<file path="config.mk">
export PLATFORM = sky130hd
export DESIGN_NAME = eth_tx_arbiter_flat
export DESIGN_NICKNAME = d
export VERILOG_FILES = /design/src/rtl/eth_types_pkg.sv /design/src/rtl/eth_tx_arbiter_if.sv /design/src/rtl/eth_rr_pick.sv /design/src/rtl/eth_tx_arbiter.sv /design/src/flat_wrapper.sv
export SDC_FILE = /design/constraint.sdc
export NUM_CORES = 1
export LEC_CHECK = 0
export CORE_MARGIN = 5
export CORE_UTILIZATION = 48
export CTS_CLUSTER_DIAMETER = 80
export DETAILED_ROUTE_END_ITERATION = 8
export GPL_TIMING_DRIVEN = 1
export PLACE_DENSITY = 0.77
export SLEW_MARGIN = 30
export SYNTH_ARGS = -nofsm -noshare
export SYNTH_HDL_FRONTEND = slang
export SYNTH_SLANG_ARGS = --single-unit
</file>
<file path="constraint.sdc">
create_clock -name clk -period 2.3 [get_ports clk]
set_clock_uncertainty 0.05 [all_clocks]
set_input_delay 0.46 -clock clk [delete_from_list [all_inputs] [get_ports clk]]
set_output_delay 0.46 -clock clk [all_outputs]
set_load 0.05 [all_outputs]
</file>
<file path="src/rtl/eth_types_pkg.sv">
// Shared Ethernet types: TX arbiter FSM states and framing constants.
package eth_types_pkg;

  // TX arbiter states (kept distinct from the RX parser's eth_states).
  typedef enum logic [1:0] {
    IDLE  = 2'b00,
    GRANT = 2'b01,
    DRAIN = 2'b10,
    GAP   = 2'b11
  } tx_arb_states;

  // 96 bit times of inter-frame gap at 2 bits per 50 MHz clock.
  localparam int ETH_IFG_CYCLES      = 48;
  // Header + payload, FCS appended later by the serializer.
  localparam int ETH_MAX_FRAME_BYTES = 1514;
  // Frame byte counter width; holds up to MAX_FRAME_BYTES-1 without wrapping.
  localparam int ETH_BYTE_CNT_W      = 11;

  // Round-robin successor of an owner index.
  function automatic int rr_next(input int idx, input int n);
    return (idx + 1) % n;
  endfunction

endpackage

</file>
<file path="src/rtl/eth_tx_arbiter_if.sv">
// Byte-stream bundle between frame sources, the TX arbiter and the serializer.
interface eth_tx_arbiter_if #(
  parameter int NUM_REQ = 2
);
  logic [NUM_REQ-1:0]   req_valid;
  logic [NUM_REQ*8-1:0] req_data;
  logic [NUM_REQ-1:0]   req_last;
  logic [NUM_REQ-1:0]   req_ready;
  logic [7:0]           tx_data;
  logic                 tx_valid;
  logic                 tx_last;
  logic                 tx_ready;

  // Sources and serializer side.
  modport master (
    output req_valid, req_data, req_last, tx_ready,
    input  req_ready, tx_data, tx_valid, tx_last
  );

  // Arbiter side.
  modport slave (
    input  req_valid, req_data, req_last, tx_ready,
    output req_ready, tx_data, tx_valid, tx_last
  );
endinterface

</file>
<file path="src/rtl/eth_rr_pick.sv">
// Combinational round-robin picker: first requester at or after the pointer.
module eth_rr_pick #(
  parameter int NUM_REQ = 2,
  parameter int PTR_W   = 1
) (
  input  logic [NUM_REQ-1:0] i_req,
  input  logic [PTR_W-1:0]   i_ptr,
  output logic [NUM_REQ-1:0] o_pick,
  output logic               o_any
);

  logic [PTR_W-1:0] w_idx;
  logic             w_found;

  // Cyclic search starting at the pointer; the first hit wins.
  always_comb begin
    o_pick  = {NUM_REQ{1'b0}};
    w_found = 1'b0;
    w_idx   = {PTR_W{1'b0}};
    for (int off = 0; off < NUM_REQ; off++) begin
      w_idx = PTR_W'((int'(i_ptr) + off) % NUM_REQ);
      if (!w_found && i_req[w_idx]) begin
        o_pick[w_idx] = 1'b1;
        w_found       = 1'b1;
      end else begin
        w_found = w_found;
      end
    end
    o_any = |i_req;
  end

endmodule

</file>
<file path="src/rtl/eth_tx_arbiter.sv">
// Frame-granular round-robin arbiter in front of the RMII TX serializer.
// Holds a grant for a whole frame, truncates oversize frames and inserts
// the inter-frame gap before the next grant decision.
module eth_tx_arbiter
  import eth_types_pkg::*;
#(
  parameter int NUM_REQ         = 2,
  parameter int IFG_CYCLES      = ETH_IFG_CYCLES,
  parameter int MAX_FRAME_BYTES = ETH_MAX_FRAME_BYTES
) (
  input  logic               clk,
  input  logic               resetn,
  eth_tx_arbiter_if.slave    bus,
  output logic [NUM_REQ-1:0] grant,
  output logic               busy,
  output logic               oversize_err
);

  localparam int PTR_W = $clog2(NUM_REQ);
  localparam int GAP_W = (IFG_CYCLES > 1) ? $clog2(IFG_CYCLES + 1) : 1;
  localparam int CNT_W = ETH_BYTE_CNT_W;

  tx_arb_states       r_state, w_state_nxt;
  logic [NUM_REQ-1:0] r_grant;
  logic [PTR_W-1:0]   r_rr_ptr;
  logic [PTR_W-1:0]   r_owner;
  logic [CNT_W-1:0]   r_byte_cnt;
  logic [GAP_W-1:0]   r_gap_cnt;
  logic               r_oversize;

  logic [NUM_REQ-1:0] w_pick;
  logic               w_any;
  logic [PTR_W-1:0]   w_pick_idx;
  logic [PTR_W-1:0]   w_ptr_nxt;
  logic               w_own_valid;
  logic               w_own_last;
  logic               w_forced_last;
  logic               w_accept;
  logic               w_gap_done;

  eth_rr_pick #(.NUM_REQ(NUM_REQ), .PTR_W(PTR_W)) u_pick (
    .i_req  (bus.req_valid),
    .i_ptr  (r_rr_ptr),
    .o_pick (w_pick),
    .o_any  (w_any)
  );

  assign w_own_valid   = bus.req_valid[r_owner];
  assign w_own_last    = bus.req_last[r_owner];
  assign w_forced_last = (r_byte_cnt == CNT_W'(MAX_FRAME_BYTES - 1));
  assign w_accept      = (r_state == GRANT) && w_own_valid && bus.tx_ready;
  assign w_gap_done    = (r_gap_cnt >= GAP_W'(IFG_CYCLES - 1));
  assign w_ptr_nxt     = PTR_W'(rr_next(int'(r_owner), NUM_REQ));

  // One-hot pick to owner index.
  always_comb begin
    w_pick_idx = {PTR_W{1'b0}};
    for (int i = 0; i < NUM_REQ; i++) begin
      if (w_pick[i]) begin
        w_pick_idx = PTR_W'(i);
      end else begin
        w_pick_idx = w_pick_idx;
      end
    end
  end

  // FSM state register.
  always_ff @(posedge clk) begin
    if (!resetn) r_state <= IDLE;
    else         r_state <= w_state_nxt;
  end

  // FSM next-state: frame end (real or forced) and gap expiry drive transitions.
  always_comb begin
    w_state_nxt = r_state;
    case (r_state)
      IDLE: begin
        if (w_any) w_state_nxt = GRANT;
        else       w_state_nxt = IDLE;
      end
      GRANT: begin
        if (w_accept && w_own_last)         w_state_nxt = GAP;
        else if (w_accept && w_forced_last) w_state_nxt = DRAIN;
        else                                w_state_nxt = GRANT;
      end
      DRAIN: begin
        if (w_own_valid && w_own_last) w_state_nxt = GAP;
        else                           w_state_nxt = DRAIN;
      end
      GAP: begin
        if (w_gap_done) w_state_nxt = IDLE;
        else            w_state_nxt = GAP;
      end
      default: w_state_nxt = IDLE;
    endcase
  end

  // Grant, pointer, byte/gap counters and the oversize pulse.
  always_ff @(posedge clk) begin
    if (!resetn) begin
      r_grant    <= {NUM_REQ{1'b0}};
      r_rr_ptr   <= {PTR_W{1'b0}};
      r_owner    <= {PTR_W{1'b0}};
      r_byte_cnt <= {CNT_W{1'b0}};
      r_gap_cnt  <= {GAP_W{1'b0}};
      r_oversize <= 1'b0;
    end else begin
      r_oversize <= 1'b0;
      case (r_state)
        IDLE: begin
          r_byte_cnt <= {CNT_W{1'b0}};
          r_gap_cnt  <= {GAP_W{1'b0}};
          if (w_any) begin
            r_grant <= w_pick;
            r_owner <= w_pick_idx;
          end
        end
        GRANT: begin
          if (w_accept) begin
            if (w_own_last) begin
              r_grant    <= {NUM_REQ{1'b0}};
              r_rr_ptr   <= w_ptr_nxt;
              r_byte_cnt <= {CNT_W{1'b0}};
            end else if (w_forced_last) begin
              // Truncated: keep the grant so the tail can be drained.
              r_oversize <= 1'b1;
              r_byte_cnt <= {CNT_W{1'b0}};
            end else begin
              r_byte_cnt <= r_byte_cnt + CNT_W'(1);
            end
          end
        end
        DRAIN: begin
          if (w_own_valid && w_own_last) begin
            r_grant  <= {NUM_REQ{1'b0}};
            r_rr_ptr <= w_ptr_nxt;
          end
        end
        GAP: begin
          if (w_gap_done) r_gap_cnt <= {GAP_W{1'b0}};
          else            r_gap_cnt <= r_gap_cnt + GAP_W'(1);
        end
        default: begin
          r_grant    <= {NUM_REQ{1'b0}};
          r_byte_cnt <= {CNT_W{1'b0}};
          r_gap_cnt  <= {GAP_W{1'b0}};
        end
      endcase
    end
  end

  // Zero-latency byte path from the owner to the serializer.
  always_comb begin
    bus.tx_data   = 8'h00;
    bus.tx_valid  = 1'b0;
    bus.tx_last   = 1'b0;
    bus.req_ready = {NUM_REQ{1'b0}};
    case (r_state)
      GRANT: begin
        bus.tx_data            = bus.req_data[{r_owner, 3'b000} +: 8];
        bus.tx_valid           = w_own_valid;
        bus.tx_last            = w_own_last || w_forced_last;
        bus.req_ready[r_owner] = bus.tx_ready;
      end
      DRAIN: begin
        bus.req_ready[r_owner] = 1'b1;
      end
      default: begin
        bus.tx_valid = 1'b0;
      end
    endcase
  end

  assign grant        = r_grant;
  assign busy         = (r_state == GRANT) || (r_state == DRAIN) || (r_state == GAP);
  assign oversize_err = r_oversize;

endmodule

</file>
<file path="src/flat_wrapper.sv">
// flat-port wrapper written by rule: the top's interface ports become plain ports
module eth_tx_arbiter_flat import eth_types_pkg::*;
#(
  parameter int NUM_REQ         = 2,
  parameter int IFG_CYCLES      = ETH_IFG_CYCLES,
  parameter int MAX_FRAME_BYTES = ETH_MAX_FRAME_BYTES
)
  (clk, resetn, grant, busy, oversize_err, bus_req_valid, bus_req_data, bus_req_last, bus_tx_ready, bus_req_ready, bus_tx_data, bus_tx_valid, bus_tx_last);
  eth_tx_arbiter_if #(.NUM_REQ(NUM_REQ)) bus_i ();
  input  logic clk;
  input  logic resetn;
  output logic [NUM_REQ-1:0] grant;
  output logic busy;
  output logic oversize_err;
  input wire logic [$bits(bus_i.req_valid)-1:0] bus_req_valid;
  input wire logic [$bits(bus_i.req_data)-1:0] bus_req_data;
  input wire logic [$bits(bus_i.req_last)-1:0] bus_req_last;
  input wire logic [$bits(bus_i.tx_ready)-1:0] bus_tx_ready;
  output wire logic [$bits(bus_i.req_ready)-1:0] bus_req_ready;
  output wire logic [$bits(bus_i.tx_data)-1:0] bus_tx_data;
  output wire logic [$bits(bus_i.tx_valid)-1:0] bus_tx_valid;
  output wire logic [$bits(bus_i.tx_last)-1:0] bus_tx_last;
  assign bus_i.req_valid = bus_req_valid;
  assign bus_i.req_data = bus_req_data;
  assign bus_i.req_last = bus_req_last;
  assign bus_i.tx_ready = bus_tx_ready;
  assign bus_req_ready = bus_i.req_ready;
  assign bus_tx_data = bus_i.tx_data;
  assign bus_tx_valid = bus_i.tx_valid;
  assign bus_tx_last = bus_i.tx_last;
  eth_tx_arbiter #(.NUM_REQ(NUM_REQ), .IFG_CYCLES(IFG_CYCLES), .MAX_FRAME_BYTES(MAX_FRAME_BYTES)) u_core (.clk(clk), .resetn(resetn), .bus(bus_i), .grant(grant), .busy(busy), .oversize_err(oversize_err));
endmodule
</file>
==> results of run 1 <==
==> metrics by stage <==
step	setup TNS, ps	total power (µW)	cells	util [%]
2_1_floorplan	0	673	174	-
3_3_place_gp	0	833	247	68.3
3_5_place_dp	0	844	247	68.3
4_1_cts	0	1150	251	70.0
5_1_grt	-173	1200	251	71.0
6_report	0	1150	251	71.0
==> routing by layer <==
layer	up-vias	track usage, %	share of wire, %
li1	718	-	-
met1	677	21.3	42
met5	-	0	0
met4	0	3.11	0.66
met2	26	33.1	54
met3	4	3.59	2.7
==> cells by family after synthesis <==
logic type	after synthesis	synth area share (%)
fa+ha+maj	8	6.78
xor+xnor	5	2.97
buf+inv	16	4.75
compound gates	42	19.7
simple gates	65	23.4
flops	24	32.5
mux	14	9.83
==> how the worst max path moves through the flow <==
stage               slack (ps)               from  depth (start not counted)              endpoint
global placement           170       bus_tx_ready                          6      bus_req_ready[0]
detailed placement         120   bus_req_valid[1]                          5  u_core.r_byte_cnt[1]
global route               -40  u_core.r_state[1]                          6        bus_tx_data[4]
floorplan                  100  u_core.r_state[0]                          5      bus_req_ready[0]
finish                      90  u_core.r_state[1]                          6        bus_tx_data[0]
CTS                         10  u_core.r_state[1]                          7      bus_req_ready[0]
==> cells in the final DEF (no fill, tap or decap), types with 2 or more instances in the layout <==
master,synthesis,routed
sky130_fd_sc_hd__buf_12,0,12
sky130_fd_sc_hd__dfxtp_2,0,2
sky130_fd_sc_hd__xor2_1,2,2
sky130_fd_sc_hd__or4_1,2,2
sky130_fd_sc_hd__ha_1,8,7
sky130_fd_sc_hd__nand4_1,3,3
sky130_fd_sc_hd__a211oi_1,3,3
sky130_fd_sc_hd__a21boi_1,2,2
sky130_fd_sc_hd__a41oi_1,2,2
sky130_fd_sc_hd__nand2_1,12,11
sky130_fd_sc_hd__o21ai_1,6,6
sky130_fd_sc_hd__dfxtp_1,24,22
sky130_fd_sc_hd__nor2_1,20,18
sky130_fd_sc_hd__and3_1,5,5
sky130_fd_sc_hd__or3_1,4,4
sky130_fd_sc_hd__a21oi_1,9,8
sky130_fd_sc_hd__xnor2_1,3,3
sky130_fd_sc_hd__clkdlybuf4s50_1,0,25
sky130_fd_sc_hd__nor2b_1,4,4
sky130_fd_sc_hd__nand3b_1,2,2
sky130_fd_sc_hd__o31ai_1,2,2
sky130_fd_sc_hd__a31oi_1,4,4
sky130_fd_sc_hd__buf_4,2,10
sky130_fd_sc_hd__inv_1,9,9
sky130_fd_sc_hd__mux2i_1,12,12
sky130_fd_sc_hd__nor2_2,0,2
sky130_fd_sc_hd__nand3_1,5,5
sky130_fd_sc_hd__clkbuf_4,0,3
sky130_fd_sc_hd__o21ai_0,2,2
==> area by class of cell <==
class	count	area (µm²)
Multi-Input combinational cell	134	955
Fill cell	244	872
Timing Repair Buffer	47	566
Sequential cell	24	483
Tap cell	33	41.3
Inverter	9	33.8
Clock inverter	1	30.0
Clock buffer	3	22.5
==> sequential cells by signal, indices dropped and copies added (netlist names) <==
register	flops
u_core.grant	2
u_core.oversize_err	1
u_core.r_byte_cnt	11
u_core.r_gap_cnt	6
u_core.r_owner	1
u_core.r_rr_ptr	1
u_core.r_state	2
==> report_power, final <==
part | switching (µW) | internal (µW)
Clock | 133 | 176
Sequential | 16.3 | 433
Combinational | 211 | 181
Total | 360 | 791
==> critical path, cell delays in order (launching register included) <==
cell,delay [ps]
sky130_fd_sc_hd__dfxtp_1,350
sky130_fd_sc_hd__inv_1,110
sky130_fd_sc_hd__ha_2,240
sky130_fd_sc_hd__inv_1,110
sky130_fd_sc_hd__buf_4,190
sky130_fd_sc_hd__nor2_1,210
sky130_fd_sc_hd__buf_12,170
==> what timing repair did <==
action,4_1_cts,5_1_grt
resized for setup,0,8
setup buffers,0,0
endpoints found under the setup margin,0,10
==> results, run 1 <==
- The flow ran to the end, and the final reports show no timing, DRC or antenna violations.
- Sequential cells were found to cover 32.5% of the synthesized design area.
- The class of the tightest hold or removal check is flop to flop.
- The async set-reset flop share out of synthesis is 0%.
- For the pin with the worst max-slew slack, the measured transition is 498 ps.
- The number of distinct standard cells referenced by the synthesized netlist is 47.
- The mean routed wirelength per cell is 15.2 µm.
- The number of search-and-repair iterations in the first detailed-routing pass is 4.
- Summing all placed instances gives a cell area of 2050 µm².
- The cell area after layout is 2130 µm².
- In this run the register-to-register setup slack is 440 ps.
- In the post-synthesis netlist, the biggest area contributors are sky130_fd_sc_hd__dfxtp_1 (33%), sky130_fd_sc_hd__mux2i_1 (8.1%), sky130_fd_sc_hd__ha_1 (6.8%), sky130_fd_sc_hd__nor2_1 (5.1%), sky130_fd_sc_hd__a21oi_1 (3.1%).
- The placed wire-length estimate is 3.03 mm.
- The analysis attributes to cell leakage a power of 0.000829 µW.
- The maximum clock frequency is 453 MHz.
- For this run, the leading register cell type out of synthesis is sky130_fd_sc_hd__dfxtp_1.
- The top cell type's share of synthesized area is 32.5%.
- The clock tree from TritonCTS is built.
- The clock root buffer is sky130_fd_sc_hd__clkbuf_4.
- In this run, the number of DRC markers left after iteration 0 of detailed routing was 97.
- STA classifies the critical path startpoint as a flop.
- On the final layout, the worst hold slack is 424 ps.
- The highest net fanout along the worst path is 9.
- The placement-stage worst setup slack is ~120 ps.
- The leading area contributor after synthesis is sky130_fd_sc_hd__dfxtp_1.
- The startpoint identified for the worst register-to-register timing path is u_core.r_owner.
- Measured against its own limit, the worst slew margin works out to roughly two thirds.
- The part of the cycle the worst path needs is 96.1%.
- The post-route antenna net violation count is 0.
- The maximum level of the CTS H-tree is 1.
- The total DRC errors in the routed layout is 0.
- For this block, the routed nets add up to 3.81 mm of wire.
- The number of nets produced by synthesis is 205.
- The clock-pin slew reported for the worst setup and hold paths after clock tree synthesis is ~130 ps.
- The start point of the worst min-delay path is u_core.grant[1].
- The share of layout cells above drive strength 1 is 18.8%.
- In this run the mean area of a mapped cell was 8.49 µm².
- The initial utilization of the core area, before any placement, comes to 49.2%.
- The maximum VDD drop is 0.304 mV.
- Compared with the post-synthesis result, the final layout area differs by 44.3%.
- The via count normalized by instance count is 5.68.
- The final number of setup-violating endpoints is 0.
- The max capacitance violation total is 0.
- The number of synthesized register bits is 24.
- The count of cells along the worst register-to-register path is 4.
- From left edge to right edge, the die measures 65.5 µm.
- In this run the critical register-to-register path is captured at u_core.r_byte_cnt[1].
- In this run the core area contains 20 standard-cell rows.
- By count the netlist is led by sky130_fd_sc_hd__dfxtp_1 (24), sky130_fd_sc_hd__nor2_1 (20), sky130_fd_sc_hd__mux2i_1 (12), sky130_fd_sc_hd__nand2_1 (12).
- The worst hold path was traced through 2 stages.
- The number of nets in the final layout is 250.
- The clock period minus worst slack is between 2000 and 2500 ps.
- Counting flops with a built-in enable in the synthesized netlist gives 0.
- Entering global routing, the biggest net connects 15 pins.
- The TritonCTS buffer count is 3.
- The wire length of the first global-routing pass is a little over 6 mm.
- Yosys printed 0 warnings.
- The floorplan die area is 4290 µm².
- The aggregate global-route resource usage is 17.9%.
- sky130_fd_sc_hd__dfxtp_1 is the most common cell in the netlist.
- Hold repair after CTS inserted 0 buffers.
- The type of the worst setup path is flop to primary output.
- The final count of pins violating max slew came to 0.
- After global routing the overflow that remains totals 0.
- Setup repair after global routing could not meet its margin everywhere.
- Data on the critical path arrives at its endpoint at 1700 ps.
- The number of hold-slack violations in the final timing report is 0.
- The via count of the first global-routing pass is around 1400.
- STA puts the critical path data required time at 1790 ps.
- Dividing total power by cell area gives a power density of 540 nW/µm².
- The number of buffers between clock root and the deepest sink is 2.
- The instance count of the mapped netlist is roughly 170.
- In the post-route analysis, the smallest setup slack over all paths is between 90 and 100 ps.
- For this block, the via count after detailed routing is 1425.
- The later pin in the worst-skew pair is clocked with a latency of 320 ps.
- STA classifies the critical path endpoint as a primary output.
- 0 antenna diodes ended up in the layout.
- The top-level port count is 39.
- The number of antenna violations at the first check in global routing came to 0.
- The endpoint of the worst hold path is u_core.grant[1].
- During placement, the flow inserted port buffers numbering 38.
- The die is around 65 µm tall.
- The tree built by TritonCTS fans out to 24 sinks.
- The region available for standard cell placement spans 3000 µm².
- The cell area that synthesis handed to floorplanning was 1480 µm².
- The congestion estimate from routability-driven global placement came to 0.873.
Power figures use the tool's default switching activity.
==> run 2: changes to the inputs <==
--- a/config.mk
+++ b/config.mk
@@ -5,8 +5,10 @@
 export SDC_FILE = /design/constraint.sdc
 export NUM_CORES = 1
 export LEC_CHECK = 0
+export CELL_PAD_IN_SITES_DETAIL_PLACEMENT = 0
+export CELL_PAD_IN_SITES_GLOBAL_PLACEMENT = 1
 export CORE_MARGIN = 5
-export CORE_UTILIZATION = 48
+export CORE_UTILIZATION = 35
 export CTS_CLUSTER_DIAMETER = 80
 export DETAILED_ROUTE_END_ITERATION = 8
 export GPL_TIMING_DRIVEN = 1
==> run 2 against run 1 <==
Compared with the run above:
- global-route usage decreased by 2.6 points
- count of clock-buffer cells in the layout unchanged
- sequential share of layout area decreased by 0.12 points
- critical endpoint is now bus_tx_last
- largest power group unchanged
- highest routed layer unchanged
==> results, run 2 (same netlist as run 1, synthesis figures left out) <==
- The register with the highest flop count is u_core.r_byte_cnt (unchanged).
- The number of buffers between clock root and the deepest sink is 2 (unchanged).
- The instance count on the critical path came to 5 (was 6).
- The placed instance count is 266 (was 247).
- The transition at the pin with the smallest max-transition slack was 507 ps (was 498 ps).
- The floorplan die area is 5620 µm² (was 4290 µm²).
- The clock root buffer is sky130_fd_sc_hd__clkbuf_8 (was sky130_fd_sc_hd__clkbuf_4).
- The launching element of the worst setup path was u_core.r_byte_cnt[0] (was u_core.r_state[1]).
- The max capacitance violation total is 0 (unchanged).
- The number of nets in the final layout was 252 (was 250).
- The power share of the combinational group was 36.2% (was 34.1%).
- The smallest setup slack after layout came to 141 ps (was 90.1 ps).
- The number of flip-flops in the largest register is 11 (unchanged).
- The die span in y is 75.0 µm (was 65.5 µm).
- The number of DRC violations after detailed-routing iteration 0 is 52 (was 97).
- The footprint of the multi-input gates is 932 µm² (was 955 µm²).
- The mean routed wirelength per cell is 15.0 µm (was 15.2 µm).
- The post-CTS resize count is 0 (unchanged).
- The residual overflow from global routing is 0 (unchanged).
- The aggregate global-route resource usage is 15.3% (was 17.9%).
- The headroom to the max-slew limit is 66.1% (was 66.7%).
- The clock latency of the later-clocked register in the worst-skew pair is 270 ps (was 320 ps).
- The final number of setup-violating endpoints is 0 (unchanged).
- The number of buffer and inverter instances along the worst setup path is 1 (was 4).
- The via count normalized by instance count is 5.33 (was 5.68).
- The cell with the largest stage delay on the worst path is sky130_fd_sc_hd__dfxtp_1 (unchanged).
- The internal power is 727 µW (was 791 µW).
- The clock share of power was 22.5% (was 26.9%).
- The capturing element type of the critical path is a primary output (unchanged).
- The maximum clock frequency is 463 MHz (was 453 MHz).
- The via count of the first global-routing pass is 1494 (was 1356).
- The part of the cycle the worst path needs was 93.9% (was 96.1%).
- The TritonCTS buffer count was 3 (unchanged).
- The total via count in the routed design was 1433 (was 1425).
- The leakage dissipation is 0.000833 µW (was 0.000829 µW).
- The sequential cell area in the final layout was 480 µm² (was 483 µm²).
- The endpoint of the worst-slack reg-to-reg timing path was u_core.r_byte_cnt[1] (unchanged).
- The number of hold-slack violations in the final timing report is 0 (unchanged).
- Commonest cells after routing, fill and taps aside: sky130_fd_sc_hd__clkdlybuf4s50_1 (25), sky130_fd_sc_hd__dfxtp_1 (24), sky130_fd_sc_hd__nor2_1 (20) (was sky130_fd_sc_hd__clkdlybuf4s50_1 (25), sky130_fd_sc_hd__dfxtp_1 (22), sky130_fd_sc_hd__nor2_1 (18)).
- The final count of pins violating max slew is 0 (unchanged).
- The count of port buffers added during placement was 38 (unchanged).
- The class of the tightest hold or removal check is flop to flop (unchanged).
- Unrepaired setup endpoints after global routing: false (was true).
- The maximum VDD drop is 0.263 mV (was 0.304 mV).
- The clock sink count was 24 (unchanged).
- The instance count along the most critical hold path came to 2 (unchanged).
- The highest net fanout along the worst path is 4 (was 9).
- The number of search-and-repair iterations in the first detailed-routing pass is 4 (unchanged).
- The startpoint class of the critical path is a flop (unchanged).
- The placed wire-length estimate is 3.34 mm (was 3.03 mm).
- The total negative slack for setup checks was 0 ps (unchanged).
- The synthesis-to-layout area growth is 44.3% (unchanged).
- The clock tree from TritonCTS is built (unchanged).
- The part of the total power dissipated in sequential elements was 41.3% (was 39.0%).
- Top Registers: u_core.r_byte_cnt: 11 flops, u_core.r_gap_cnt: 6 flops (unchanged).
- The post-CTS setup-driven buffer insertion count is 0 (unchanged).
- The die width is 75.0 µm (was 65.5 µm).
- The type of the worst setup path is flop to primary output (unchanged).
- The post-route antenna net violation count is 0 (unchanged).
- The placement-stage worst setup slack is 121 ps (about the same).
- The most common cell after layout, fill and taps aside is sky130_fd_sc_hd__clkdlybuf4s50_1 (unchanged).
- The share of layout cells above drive strength 1 came to 16.4% (was 18.8%).
- Status: finished clean (unchanged).
- The power spent charging and discharging nets is 352 µW (was 360 µW).
- The worst reg-to-reg setup slack is 420 ps (was 440 ps).
- The power density over cell area is 506 nW/µm² (was 540 nW/µm²).
- The number of diodes is 0 (unchanged).
- The wire length of the first global-routing pass came to 6.70 mm (was 6.09 mm).
- The number of placement rows is 23 (was 20).
- The clock period minus worst slack is 2160 ps (was 2210 ps).
- The total DRC errors in the routed layout is 0 (unchanged).
- The maximum level of the CTS H-tree was 1 (unchanged).
- The number of antenna violations at the first check in global routing is 0 (unchanged).
- The count of hold-fix buffers inserted at cts is 0 (unchanged).
- The kind of cell adding the most delay to the critical path is simple AND/OR/NAND/NOR gates (was buffers and inverters).
- The peak per-stage delay on the critical path was 390 ps (was 350 ps).
- The count of cells along the worst register-to-register path is 6 (was 4).
- The critical path capture point is bus_tx_last (was bus_tx_data[0]).
- The number of fillers in the final layout was 362 (was 244).
- The final wirelength is 4.04 mm (was 3.81 mm).
- The required time at the endpoint of the critical path is 1790 ps (about the same).
- The clock-pin slew reported for the worst setup and hold paths after clock tree synthesis is 80 ps (was 130 ps).
- The pin count of the biggest net entering global routing is 13 (was 15).
- The total power after layout is 1080 µW (was 1150 µW).
- The source of the worst register-to-register timing path is u_core.r_state[1] (was u_core.r_owner).
- The final cell count without fillers is 269 (was 251).
- The top-level port count was 39 (unchanged).
- The final estimated routing congestion in global placement was 0.861 (was 0.873).
- The signal arrival time at the worst endpoint was 1650 ps (was 1700 ps).
- Crit path cell chain: ha_1 -> nor4bb_1 -> nand4_1 -> a21oi_2 -> buf_12 (was inv_1 -> ha_2 -> inv_1 -> buf_4 -> nor2_1 -> buf_12).
- The fraction of power spent switching nets is 32.6% (was 31.3%).
- The standard cell core area is 4060 µm² (was 3000 µm²).
- The starting utilization of the core area was 36.4% (was 49.2%).
==> run 2: cell types whose count changed in the layout (fill, tap and decap cells not counted), sizes merged <==
cell,previous run,this run
buf,22,24
bufinv,1,0
==> run 2: area by class of cell <==
class                   count  area share (%)
well taps                  50            2.94
multi-input cells         134            43.7
inverters                   9            1.59
repair buffers             49            27.2
clock buffers               3            1.94
flip-flops and latches     24            22.5
==> run 2: worst register-to-register path, cell delays in order (launching register included) <==
cell and delay (ps):
sky130_fd_sc_hd__dfxtp_1 360, sky130_fd_sc_hd__inv_1 90, sky130_fd_sc_hd__ha_2 210, sky130_fd_sc_hd__nand2_1 160, sky130_fd_sc_hd__a2bb2oi_2 430, sky130_fd_sc_hd__a22oi_2 250, sky130_fd_sc_hd__a211oi_1 250
==> run 2: power by group through the flow <==
stage          combinational [µW]  sequential, µW  clock [µW]
2_1_floorplan                 213             460           0
3_3_place_gp                  381             454           0
3_5_place_dp                  391             456           0
4_1_cts                       392             446         255
5_1_grt                       417             449         275
6_report                      390             446         243
==> run 2: worst min-delay path by stage <==
stage	from	endpoint	slack (ps)
finish	u_core.grant[0]	u_core.grant[0]	420
floorplan	u_core.r_gap_cnt[5]	u_core.r_gap_cnt[5]	390
CTS	u_core.grant[0]	u_core.grant[0]	420
global route	u_core.r_gap_cnt[5]	u_core.r_gap_cnt[5]	460
global placement	u_core.grant[1]	u_core.grant[1]	400
detailed placement	u_core.grant[0]	u_core.grant[0]	410
==> run 2: through the flow <==
step                utilization, %  hold slack [ps]  area (µm²)
floorplan                        -              387        1480
global placement              51.4              401        2090
detailed placement            51.4              411        2090
CTS                           52.5              422        2130
global route                  52.5              461        2130
finish                        52.5              421        2130
==> run 2: routing by layer <==
metal | share of wire [%] | wire (µm) | vias to the layer above | track usage, %
li1 | - | - | 727 | -
met1 | 44 | 1770 | 684 | 17.7
met2 | 53 | 2140 | 18 | 28.2
met3 | 2.2 | 88 | 4 | 2.94
met4 | 0.94 | 38 | 0 | 4.55
met5 | 0 | 0 | - | 0
